$ cat config.mk
export PLATFORM = sky130hd
export DESIGN_NAME = mem_arbiter_flat
export DESIGN_NICKNAME = d
export VERILOG_FILES = /design/src/rtl/mem_arbiter_if.sv /design/src/rtl/mem_arbiter.sv /design/src/flat_wrapper.sv
export SDC_FILE = /design/constraint.sdc
export NUM_CORES = 1
export LEC_CHECK = 0
export ABC_AREA = 0
export BUFFER_PORTS_ARGS = -buffer_cell sky130_fd_sc_hd__buf_2
export CAP_MARGIN = 0
export CORE_ASPECT_RATIO = 2
export CORE_MARGIN = 10
export CORE_UTILIZATION = 40
export DETAILED_ROUTE_END_ITERATION = 8
export PLACE_DENSITY = 0.65
export SLEW_MARGIN = 20
export SYNTH_ARGS = -nofsm -noshare
export SYNTH_HDL_FRONTEND = slang
export SYNTH_SLANG_ARGS = --single-unit
$ cat constraint.sdc
create_clock -name i_clkRAM -period 2.7 [get_ports i_clkRAM]
set_input_delay 0.135 -clock i_clkRAM [delete_from_list [all_inputs] [get_ports i_clkRAM]]
set_output_delay 0.135 -clock i_clkRAM [all_outputs]
set_load 0.1 [all_outputs]
$ cat src/rtl/mem_arbiter_if.sv
// mem_arbiter_if: VIC/CPU/DMA request ports plus the memCtrl strobe/status bus
interface mem_arbiter_if;
  logic i_vic_req;
  logic [23:0] i_vic_addr;
  logic o_vic_ack;
  logic [7:0] o_vic_data;
  logic i_cpu_req;
  logic i_cpu_write;
  logic [23:0] i_cpu_addr;
  logic [7:0] i_cpu_wdata;
  logic o_cpu_ack;
  logic [7:0] o_cpu_data;
  logic i_dma_req;
  logic i_dma_write;
  logic [23:0] i_dma_addr;
  logic [7:0] i_dma_wdata;
  logic o_dma_ack;
  logic [7:0] o_dma_data;
  logic o_mem_cs;
  logic o_mem_write;
  logic [23:0] o_mem_address;
  logic [7:0] o_mem_dataToWrite;
  logic i_mem_busy;
  logic i_mem_dataReady;
  logic [7:0] i_mem_dataRead;
  logic [1:0] o_grant;
  logic o_timeout;
  modport master (
    output i_vic_req, i_vic_addr, i_cpu_req, i_cpu_write, i_cpu_addr, i_cpu_wdata,
           i_dma_req, i_dma_write, i_dma_addr, i_dma_wdata, i_mem_busy, i_mem_dataReady, i_mem_dataRead,
    input o_vic_ack, o_vic_data, o_cpu_ack, o_cpu_data, o_dma_ack, o_dma_data,
          o_mem_cs, o_mem_write, o_mem_address, o_mem_dataToWrite, o_grant, o_timeout
  );
  modport slave (
    input i_vic_req, i_vic_addr, i_cpu_req, i_cpu_write, i_cpu_addr, i_cpu_wdata,
          i_dma_req, i_dma_write, i_dma_addr, i_dma_wdata, i_mem_busy, i_mem_dataReady, i_mem_dataRead,
    output o_vic_ack, o_vic_data, o_cpu_ack, o_cpu_data, o_dma_ack, o_dma_data,
           o_mem_cs, o_mem_write, o_mem_address, o_mem_dataToWrite, o_grant, o_timeout
  );
endinterface

$ cat src/rtl/mem_arbiter.sv
// mem_arbiter: VIC > CPU > DMA arbiter in front of memCtrl; MEM_ARB_STARVE_GUARD_EN adds DMA starvation promotion
module mem_arbiter #(
  parameter int TIMEOUT_CYCLES = 64
`ifdef MEM_ARB_STARVE_GUARD_EN
  , parameter int STARVE_LIMIT = 8
`endif
) (
  input logic i_clkRAM,
  input logic reset,
  mem_arbiter_if.slave bus
);
  typedef enum logic [2:0] {IDLE, ISSUE, WAIT_START, WAIT_DONE, ACK} state_t;
  state_t state, state_nx;
  logic [1:0] win;
  logic [15:0] timer;
  logic [7:0] cap_val;
  logic waiting, done, tmo, cap, grant_now, promote;
`ifdef MEM_ARB_STARVE_GUARD_EN
  logic [3:0] starve;
  assign promote = bus.i_dma_req && starve >= 4'(STARVE_LIMIT);
`else
  assign promote = 1'b0;
`endif
  assign win = bus.i_mem_busy ? 2'd0 : promote ? 2'd3 : bus.i_vic_req ? 2'd1 :
               bus.i_cpu_req ? 2'd2 : bus.i_dma_req ? 2'd3 : 2'd0;
  assign grant_now = state == IDLE && win != 2'd0;
  assign waiting = state == WAIT_START || state == WAIT_DONE;
  // memCtrl may finish a read before busy is ever seen high
  assign done = (state == WAIT_START && bus.i_mem_dataReady) ||
                (state == WAIT_DONE && (bus.o_mem_write ? !bus.i_mem_busy : bus.i_mem_dataReady));
  assign tmo = waiting && !done && timer == 16'(TIMEOUT_CYCLES - 1);
  assign cap = (done || tmo) && !bus.o_mem_write;
  assign cap_val = tmo ? 8'h00 : bus.i_mem_dataRead;
  assign bus.o_vic_ack = state == ACK && bus.o_grant == 2'd1;
  assign bus.o_cpu_ack = state == ACK && bus.o_grant == 2'd2;
  assign bus.o_dma_ack = state == ACK && bus.o_grant == 2'd3;
  always_ff @(posedge i_clkRAM) state <= reset ? IDLE : state_nx;
  always_comb begin
    state_nx = state;
    case (state)
      IDLE: state_nx = grant_now ? ISSUE : IDLE;
      ISSUE: state_nx = WAIT_START;
      WAIT_START: state_nx = done || tmo ? ACK : bus.i_mem_busy ? WAIT_DONE : WAIT_START;
      WAIT_DONE: state_nx = done || tmo ? ACK : WAIT_DONE;
      ACK: state_nx = IDLE;
      default: state_nx = IDLE;
    endcase
  end
  always_ff @(posedge i_clkRAM) begin
    if (reset) begin
      bus.o_mem_cs <= 1'b1;
      bus.o_mem_write <= 1'b0;
      bus.o_mem_address <= 24'h0;
      bus.o_mem_dataToWrite <= 8'h00;
      bus.o_vic_data <= 8'h00;
      bus.o_cpu_data <= 8'h00;
      bus.o_dma_data <= 8'h00;
      bus.o_grant <= 2'd0;
      bus.o_timeout <= 1'b0;
      timer <= 16'd0;
    end else begin
      bus.o_mem_cs <= !grant_now;
      if (grant_now) begin
        bus.o_grant <= win;
        bus.o_mem_address <= win == 2'd1 ? bus.i_vic_addr : win == 2'd2 ? bus.i_cpu_addr : bus.i_dma_addr;
        bus.o_mem_write <= win == 2'd2 ? bus.i_cpu_write : win == 2'd3 ? bus.i_dma_write : 1'b0;
        bus.o_mem_dataToWrite <= win == 2'd2 ? bus.i_cpu_wdata : win == 2'd3 ? bus.i_dma_wdata : 8'h00;
      end
      if (state == ACK) bus.o_grant <= 2'd0;
      timer <= state == ISSUE ? 16'd0 : waiting ? timer + 16'd1 : timer;
      if (tmo) bus.o_timeout <= 1'b1;
      if (cap && bus.o_grant == 2'd1) bus.o_vic_data <= cap_val;
      if (cap && bus.o_grant == 2'd2) bus.o_cpu_data <= cap_val;
      if (cap && bus.o_grant == 2'd3) bus.o_dma_data <= cap_val;
    end
  end
`ifdef MEM_ARB_STARVE_GUARD_EN
  always_ff @(posedge i_clkRAM) begin
    if (reset) starve <= 4'd0;
    else if (grant_now && win == 2'd3) starve <= 4'd0;
    else if (grant_now && bus.i_dma_req && starve != 4'hF) starve <= starve + 4'd1;
  end
`endif
endmodule
$ cat src/flat_wrapper.sv
// flat-port wrapper written by rule: the top's interface ports become plain ports
module mem_arbiter_flat 
#(
  parameter int TIMEOUT_CYCLES = 64

)
  (i_clkRAM, reset, bus_i_vic_req, bus_i_vic_addr, bus_i_cpu_req, bus_i_cpu_write, bus_i_cpu_addr, bus_i_cpu_wdata, bus_i_dma_req, bus_i_dma_write, bus_i_dma_addr, bus_i_dma_wdata, bus_i_mem_busy, bus_i_mem_dataReady, bus_i_mem_dataRead, bus_o_vic_ack, bus_o_vic_data, bus_o_cpu_ack, bus_o_cpu_data, bus_o_dma_ack, bus_o_dma_data, bus_o_mem_cs, bus_o_mem_write, bus_o_mem_address, bus_o_mem_dataToWrite, bus_o_grant, bus_o_timeout);
  mem_arbiter_if bus_i ();
  input logic i_clkRAM;
  input logic reset;
  input wire logic [$bits(bus_i.i_vic_req)-1:0] bus_i_vic_req;
  input wire logic [$bits(bus_i.i_vic_addr)-1:0] bus_i_vic_addr;
  input wire logic [$bits(bus_i.i_cpu_req)-1:0] bus_i_cpu_req;
  input wire logic [$bits(bus_i.i_cpu_write)-1:0] bus_i_cpu_write;
  input wire logic [$bits(bus_i.i_cpu_addr)-1:0] bus_i_cpu_addr;
  input wire logic [$bits(bus_i.i_cpu_wdata)-1:0] bus_i_cpu_wdata;
  input wire logic [$bits(bus_i.i_dma_req)-1:0] bus_i_dma_req;
  input wire logic [$bits(bus_i.i_dma_write)-1:0] bus_i_dma_write;
  input wire logic [$bits(bus_i.i_dma_addr)-1:0] bus_i_dma_addr;
  input wire logic [$bits(bus_i.i_dma_wdata)-1:0] bus_i_dma_wdata;
  input wire logic [$bits(bus_i.i_mem_busy)-1:0] bus_i_mem_busy;
  input wire logic [$bits(bus_i.i_mem_dataReady)-1:0] bus_i_mem_dataReady;
  input wire logic [$bits(bus_i.i_mem_dataRead)-1:0] bus_i_mem_dataRead;
  output wire logic [$bits(bus_i.o_vic_ack)-1:0] bus_o_vic_ack;
  output wire logic [$bits(bus_i.o_vic_data)-1:0] bus_o_vic_data;
  output wire logic [$bits(bus_i.o_cpu_ack)-1:0] bus_o_cpu_ack;
  output wire logic [$bits(bus_i.o_cpu_data)-1:0] bus_o_cpu_data;
  output wire logic [$bits(bus_i.o_dma_ack)-1:0] bus_o_dma_ack;
  output wire logic [$bits(bus_i.o_dma_data)-1:0] bus_o_dma_data;
  output wire logic [$bits(bus_i.o_mem_cs)-1:0] bus_o_mem_cs;
  output wire logic [$bits(bus_i.o_mem_write)-1:0] bus_o_mem_write;
  output wire logic [$bits(bus_i.o_mem_address)-1:0] bus_o_mem_address;
  output wire logic [$bits(bus_i.o_mem_dataToWrite)-1:0] bus_o_mem_dataToWrite;
  output wire logic [$bits(bus_i.o_grant)-1:0] bus_o_grant;
  output wire logic [$bits(bus_i.o_timeout)-1:0] bus_o_timeout;
  assign bus_i.i_vic_req = bus_i_vic_req;
  assign bus_i.i_vic_addr = bus_i_vic_addr;
  assign bus_i.i_cpu_req = bus_i_cpu_req;
  assign bus_i.i_cpu_write = bus_i_cpu_write;
  assign bus_i.i_cpu_addr = bus_i_cpu_addr;
  assign bus_i.i_cpu_wdata = bus_i_cpu_wdata;
  assign bus_i.i_dma_req = bus_i_dma_req;
  assign bus_i.i_dma_write = bus_i_dma_write;
  assign bus_i.i_dma_addr = bus_i_dma_addr;
  assign bus_i.i_dma_wdata = bus_i_dma_wdata;
  assign bus_i.i_mem_busy = bus_i_mem_busy;
  assign bus_i.i_mem_dataReady = bus_i_mem_dataReady;
  assign bus_i.i_mem_dataRead = bus_i_mem_dataRead;
  assign bus_o_vic_ack = bus_i.o_vic_ack;
  assign bus_o_vic_data = bus_i.o_vic_data;
  assign bus_o_cpu_ack = bus_i.o_cpu_ack;
  assign bus_o_cpu_data = bus_i.o_cpu_data;
  assign bus_o_dma_ack = bus_i.o_dma_ack;
  assign bus_o_dma_data = bus_i.o_dma_data;
  assign bus_o_mem_cs = bus_i.o_mem_cs;
  assign bus_o_mem_write = bus_i.o_mem_write;
  assign bus_o_mem_address = bus_i.o_mem_address;
  assign bus_o_mem_dataToWrite = bus_i.o_mem_dataToWrite;
  assign bus_o_grant = bus_i.o_grant;
  assign bus_o_timeout = bus_i.o_timeout;
  mem_arbiter #(.TIMEOUT_CYCLES(TIMEOUT_CYCLES)) u_core (.i_clkRAM(i_clkRAM), .reset(reset), .bus(bus_i));
endmodule
# --- After elaboration in Yosys (flattened, before gate mapping) ---
# Cells that the tools add are included.
totals:
  register_bits: 80
  inputBits: 105
  output_inout_bits: 64
  wordCells: 63
op_classes:
  addsub: 1
  eq_ne: 11
  mux: 17
  reduce_logical: 23
ops:
  columns: ["cell", "n"]
  rows:
  - ["two-way mux 24 bit", 2]
  - ["two-way mux 8 bit", 3]
  - ["adder 16 x 1 -> 16 bit, second input constant", 1]
  - ["== test 16 x 6 -> 1 bit, second input constant", 1]
  - ["logical AND 1 bit", 12]
  - ["case mux 3 bit (4 select lines)", 1]
  - ["== test 2 bit, second input constant", 4]
  - ["two-way mux 2 bit", 4]
  - ["== test 3 x 2 -> 1 bit, second input constant", 2]
  - ["two-way mux 3 bit", 2]
  - ["two-way mux 1 bit", 5]
  - ["== test 2 x 1 -> 1 bit, second input constant", 2]
  - ["logical NOT 1 bit", 4]
  - ["OR reduction 2 bit", 2]
  - ["== test 3 x 1 -> 1 bit, second input constant", 1]
  - ["== test 3 bit, second input constant", 1]
  - ["logical NOT 3 bit", 1]
  - ["logical OR 1 bit", 3]
  - ["nonzero test 2 bit", 1]

# --- Longest topological paths before layout ---
depth:
  ltp_word: 10
  ltp_mapped: 7
  mapped_depth_nobuf: 5

# --- Worst setup path before layout ---
# Ideal clock, no wire load.
synth_path:
  path_type: "reg2out"
  start: "register u_core.bus.o_grant[1] (netlist name)"
  end: "output bus_o_cpu_ack"
  arrival_time_ps: 2391
  required_ps: 2565
  path_slack_ps: 174
  stages_incl_launch_ff: 3
  n_path_buf: 0
  path_cell_list: "dfxtp_1 nand2_1 nor2_1"
synth_between:
  elab_chain_len: 2
synth_lines:
  columns: ["item", "line", "text"]
  rows:
  - ["start, declared", "mem_arbiter_if.sv:38", "o_mem_cs, o_mem_write, o_mem_address, o_mem_dataToWrite, o_grant, o_timeout"]
  - ["start signal, assigned", "mem_arbiter.sv:64", "bus.o_grant <= win;"]
  - ["== test 2 bit", "mem_arbiter.sv:35", "assign bus.o_cpu_ack = state == ACK && bus.o_grant == 2'd2;"]
  - ["logical AND 1 bit", "mem_arbiter.sv:35", null]
  - ["end, declared", "flat_wrapper.sv:26", "output wire logic [$bits(bus_i.o_cpu_ack)-1:0] bus_o_cpu_ack;"]
# No other way between the ends.

# --- Final worst setup path ---
layout_path:
  start: "register u_core.timer[0]"
  end: "register u_core.bus.o_vic_data[0]"
layout_between:
  elab_chain_len: 5
  elab_cells_between_ends: 6
  cone_classes: "1 x eq/ne; 1 x mux; 4 x reduce/logical"
layout_lines:
  columns: ["item", "line", "text"]
  rows:
  - ["start, declared", "mem_arbiter.sv:15", "logic [15:0] timer;"]
  - ["start signal, assigned", "mem_arbiter.sv:70", "timer <= state == ISSUE ? 16'd0 : waiting ? timer + 16'd1 : timer;"]
  - ["== test 16 x 6 -> 1 bit (*)", "mem_arbiter.sv:31", "assign tmo = waiting && !done && timer == 16'(TIMEOUT_CYCLES - 1);"]
  - ["logical AND 1 bit (*)", "mem_arbiter.sv:31", null]
  - ["logical OR 1 bit", "mem_arbiter.sv:32", "assign cap = (done || tmo) && !bus.o_mem_write;"]
  - ["logical AND 1 bit", "mem_arbiter.sv:32", null]
  - ["logical AND 1 bit", "mem_arbiter.sv:72", "if (cap && bus.o_grant == 2'd1) bus.o_vic_data <= cap_val;"]
  - ["end signal, assigned", "mem_arbiter.sv:72", null]
  - ["end, declared", "mem_arbiter_if.sv:37", "output o_vic_ack, o_vic_data, o_cpu_ack, o_cpu_data, o_dma_ack, o_dma_data,"]
# Every way passes the cells marked *; elsewhere a longest branch is shown, timed or not.
# A chain may end at the register's enable or synchronous reset.

==> results_tabular.tex <==
\begin{tabular}{lr}
\hline
Metric & Value \\
\hline
\multicolumn{2}{l}{\textbf{Run status}} \\
Run status & completed \\
\multicolumn{2}{l}{\textbf{Synth}} \\
Synth area leader & sky130\_fd\_sc\_hd\_\_dfxtp\_1 \\
Number of synthesized flops with an enable pin & 0 \\
Avg Inst Size Synth & 8.80 sq um \\
Number of storage elements in the synthesis netlist & 80 \\
Leading cell type by number of instances after synthesis & sky130\_fd\_sc\_hd\_\_dfxtp\_1 \\
Gate Count Post-Synth & 447 \\
Share of synthesized registers carrying an async set or reset & 0\% \\
Netlist Area Pre-Place & 3930 sq um \\
Top-area cell type share of the netlist area & 40.7\% \\
Most instantiated flip-flop cell in the synthesis netlist & sky130\_fd\_sc\_hd\_\_dfxtp\_1 \\
Post-synthesis cell type count & 49 \\
Post-synthesis net count & 553 \\
Count of yosys warnings during synthesis & 0 \\
Dominant cells by area after synthesis & sky130\_fd\_sc\_hd\_\_dfxtp\_1 (41\%), sky130\_fd\_sc\_hd\_\_mux2i\_1 (6.6\%), sky130\_fd\_sc\_hd\_\_a22o\_1 (5.6\%), sky130\_fd\_sc\_hd\_\_a22oi\_1 (5.5\%), sky130\_fd\_sc\_hd\_\_nor2\_1 (4.9\%) \\
Most common library cells after synthesis & sky130\_fd\_sc\_hd\_\_dfxtp\_1 (80), sky130\_fd\_sc\_hd\_\_nor2\_1 (51), sky130\_fd\_sc\_hd\_\_nand2\_1 (32), sky130\_fd\_sc\_hd\_\_a21oi\_1 (30), sky130\_fd\_sc\_hd\_\_a22oi\_1 (29) \\
Sequential fraction of the synthesis area & 40.7\% \\
\multicolumn{2}{l}{\textbf{Worst setup path}} \\
End of the worst register-to-register path & u\_core.bus.o\_vic\_data[0]\$\_SDFFE\_PP0P\_ \\
Worst-path cell chain & ha\_1 -> nand3\_1 -> or2\_1 -> nor2\_1 -> o21ai\_0 \\
Critical Path End Type & flop \\
Setup slack, reg-to-reg & between 0.5 and 0.6 ns \\
Max stage delay cell, worst path & sky130\_fd\_sc\_hd\_\_nor2\_1 \\
Required @ worst endpoint & 2.89 ns \\
Crit start category & flop \\
Startpoint of the worst register-to-register path & u\_core.timer[0]\$\_SDFFE\_PP0N\_ \\
Crit Path Category & flop to flop \\
Cell family with most CP delay & simple AND/OR/NAND/NOR gates \\
Critical Path Max Stage Delay & 0.57 ns \\
Cell depth of the worst flop-to-flop path & 5 \\
Count of buffer and inverter cells on the critical path & 0 \\
CP max FO & 19 \\
Arrival @ worst endpoint & about 2.3 ns \\
\multicolumn{2}{l}{\textbf{Clocking}} \\
Library cell used as clock root buffer & sky130\_fd\_sc\_hd\_\_clkbuf\_16 \\
H-tree levels & 3 \\
CTS tree & yes \\
Worst-case clock buffer depth & 2 \\
Number of setup buffers added after CTS & 0 \\
Clk pin slew, worst setup/hold paths & 0.06 ns \\
Clock latency on the worst-skew pair & 0.33 ns \\
CTS Hold Bufs & 0 \\
Count of clock tree sinks & 80 \\
CTS-repair resized insts & 0 \\
Number of buffers created by CTS & 9 \\
\multicolumn{2}{l}{\textbf{STA}} \\
Post-route clock skew & 0.00823 ns \\
Endpoints failing setup & 0 \\
Setup TNS Final & 0 ns \\
Hold Violations, Final & 0 \\
RSZ-0062 raised after global routing & no \\
Final period demand of the worst path & 2.15 ns \\
Final critical-path share of the clock period & 79.5\% \\
Final max-slew violation count & 0 \\
Worst-Margin Slew & 0.809 ns \\
Highest attainable clock frequency & 466 MHz \\
Worst slew slack as a fraction of its limit & 46.1\% \\
\multicolumn{2}{l}{\textbf{Cells and area}} \\
Number of nets in the layout & 707 \\
Share of cells above drive strength 1 & roughly a third \\
Diode count & 0 \\
Utilization of the core after routing & between 50\% and 60\% \\
Area added between synthesis and finish & 31.5\% \\
Reg area & 1600 sq um \\
Count of fill cells added during filler insertion & around 900 \\
Multi-input combinational cell area & $\sim$2200 sq um \\
\multicolumn{2}{l}{\textbf{Placement}} \\
Global placer's final weighted congestion & 0.857 \\
DP HPWL & 9480 um \\
Number of buffers inserted by port buffering & $\sim$170 \\
\multicolumn{2}{l}{\textbf{Routing}} \\
Via count normalized by instance count & 5.20 \\
Remaining antenna violation count after routing & 0 \\
Routed length per instance & 16.3 um \\
Final WL & 12,000 um \\
Detailed-routing iteration count for the pre-antenna-repair pass & 5 \\
DRC violation count after routing & 0 \\
Initial DRC Count & $\sim$210 \\
Routed vias & 3,838 \\
\multicolumn{2}{l}{\textbf{Min path}} \\
Number of stages on the worst hold path & 3 \\
Hold/Removal Path Class & primary input to flop \\
Worst-case hold path end point & u\_core.bus.o\_cpu\_data[7]\$\_SDFFE\_PP0P\_ \\
Hold path startpoint & bus\_i\_mem\_dataRead[7] \\
\multicolumn{2}{l}{\textbf{Pwr}} \\
PD cells & around 750 nW/um\^{}2 \\
Peak supply drop & 0.000419 V \\
Static Leak & 2.29 nW \\
\multicolumn{2}{l}{\textbf{Floorplan}} \\
Die footprint & 14,400 sq um \\
DIE HEIGHT & 160 um \\
Effective utilization at floorplan & 40.6\% \\
Overall die width & 90.1 um \\
Standard-cell rows & 51 \\
Number of top-level pins & 169 \\
Core area & $\sim$9700 sq um \\
\multicolumn{2}{l}{\textbf{Global routing}} \\
Total global-route track usage & between 10\% and 20\% \\
Number of antenna violations at the first check in global routing & 0 \\
Vias in the first global route & 4,020 \\
Sum of overflow across all layers after global routing & 0 \\
Wire length of the first global-routing pass & 19,900 um \\
Pin count of the biggest net entering global routing & 49 \\
\multicolumn{2}{l}{\textbf{Flow run}} \\
Max Cap Viol & 0 \\
\hline
\end{tabular}
-- cell type report --
cell class,count,area share [%]
clock buffers,10,4.43
repair buffers,176,17.4
flip-flops and latches,80,31.0
inverters,6,0.435
well taps,132,3.19
clock inverters,6,1.62
multi-input cells,328,42.0
-- sequential cells by signal (all words and copies together) (netlist names) --
signal and count:
u_core.bus.o_cpu_data 8, u_core.bus.o_dma_data 8, u_core.bus.o_grant 2, u_core.bus.o_mem_address 24
u_core.bus.o_mem_cs 1, u_core.bus.o_mem_dataToWrite 8, u_core.bus.o_mem_write 1, u_core.bus.o_timeout 1
u_core.bus.o_vic_data 8, u_core.state 3, u_core.timer 16
-- how the worst max path moves through the flow --
stage,startpoint,end,slack [ns],cells after the start
after floorplan,u_core.bus.o_grant[1]$_SDFFE_PP0P_,bus_o_cpu_ack,0.17,2
after global placement,u_core.timer[0]$_SDFFE_PP0N_,u_core.bus.o_vic_data[5]$_SDFFE_PP0P_,0.59,5
after detailed placement,u_core.timer[0]$_SDFFE_PP0N_,u_core.bus.o_vic_data[5]$_SDFFE_PP0P_,0.50,5
after CTS,u_core.timer[0]$_SDFFE_PP0N_,u_core.bus.o_vic_data[5]$_SDFFE_PP0P_,0.49,5
after global routing,u_core.timer[0]$_SDFFE_PP0N_,u_core.bus.o_vic_data[4]$_SDFFE_PP0P_,0.23,5
final,u_core.timer[0]$_SDFFE_PP0N_,u_core.bus.o_vic_data[0]$_SDFFE_PP0P_,0.55,5
-- worst min-delay path: stages --
cell	delay [ns]
sky130_fd_sc_hd__buf_2	0.09
sky130_fd_sc_hd__a22oi_1	0.07
sky130_fd_sc_hd__nand2_1	0.06
-- layout by cell type, fill, tap and decap left out, drive strengths merged, types with 2 or more instances in the layout --
cell type / count
nand3: 5
inv: 6
a211oi: 9
nor4b: 2
a2111oi: 5
nor3: 4
nand2: 32
dfxtp: 80
buf: 176
mux2i: 26
or3: 5
clkbuf: 10
a22o: 25
a22oi: 29
a31oi: 2
and3b: 2
xnor2: 8
nand3b: 3
clkinv: 4
nor3b: 5
o21ai: 12
xor2: 3
and2: 2
nor4: 7
or3b: 2
nor2b: 21
bufinv: 2
nor2: 51
o211ai: 15
or2: 4
a21oi: 30
nand2b: 2
a32oi: 2
nand4: 6
-- per-stage QoR --
| step | setup WS [ns] | cells | power, W | instance area [sq um] | hold WS, ns |
|---|---|---|---|---|---|
| after global placement | 0.588 | 722 | 0.00262 | 4860 | 0.387 |
| after detailed placement | 0.503 | 722 | 0.00263 | 4860 | 0.391 |
| after CTS | 0.495 | 738 | 0.00392 | 5170 | 0.0424 |
| final | 0.552 | 738 | 0.00388 | 5170 | 0.0547 |
| after floorplan | 0.174 | 447 | 0.00237 | 3930 | 0.250 |
| after global routing | 0.231 | 738 | 0.00405 | 5170 | 0.0641 |
-- per-layer routing --
metal | vias to the layer above | track usage, % | part of all wire [%]
li1 | 1952 | - | -
met1 | 1747 | 18.1 | 40
met2 | 133 | 28.6 | 52
met3 | 6 | 5.31 | 6.6
met4 | 0 | 6.84 | 1.2
met5 | - | 0 | 0
-- where the power goes --
| group | internal (W) | switching (W) | leakage, nW | total [W] |
|---|---|---|---|---|
| combinational | 0.000259 | 0.000985 | 1.48 | 0.00124 |
| clock | 0.000806 | 0.000477 | 0.156 | 0.00128 |
| sequential | 0.00129 | 0.0000679 | 0.653 | 0.00136 |
-- cell families after synthesis --
logic type / after synthesis / synth area share [%]
DFF: 80 / 40.7
muxes: 26 / 6.62
buffers and inverters: 39 / 4.23
adders and majority gates: 1 / 0.318
xor gates and xnor gates: 11 / 2.45
and+or+nand+nor: 156 / 20.6
AOI/OAI and AO/OA: 134 / 25.1
(Power assumes the default switching activity.)
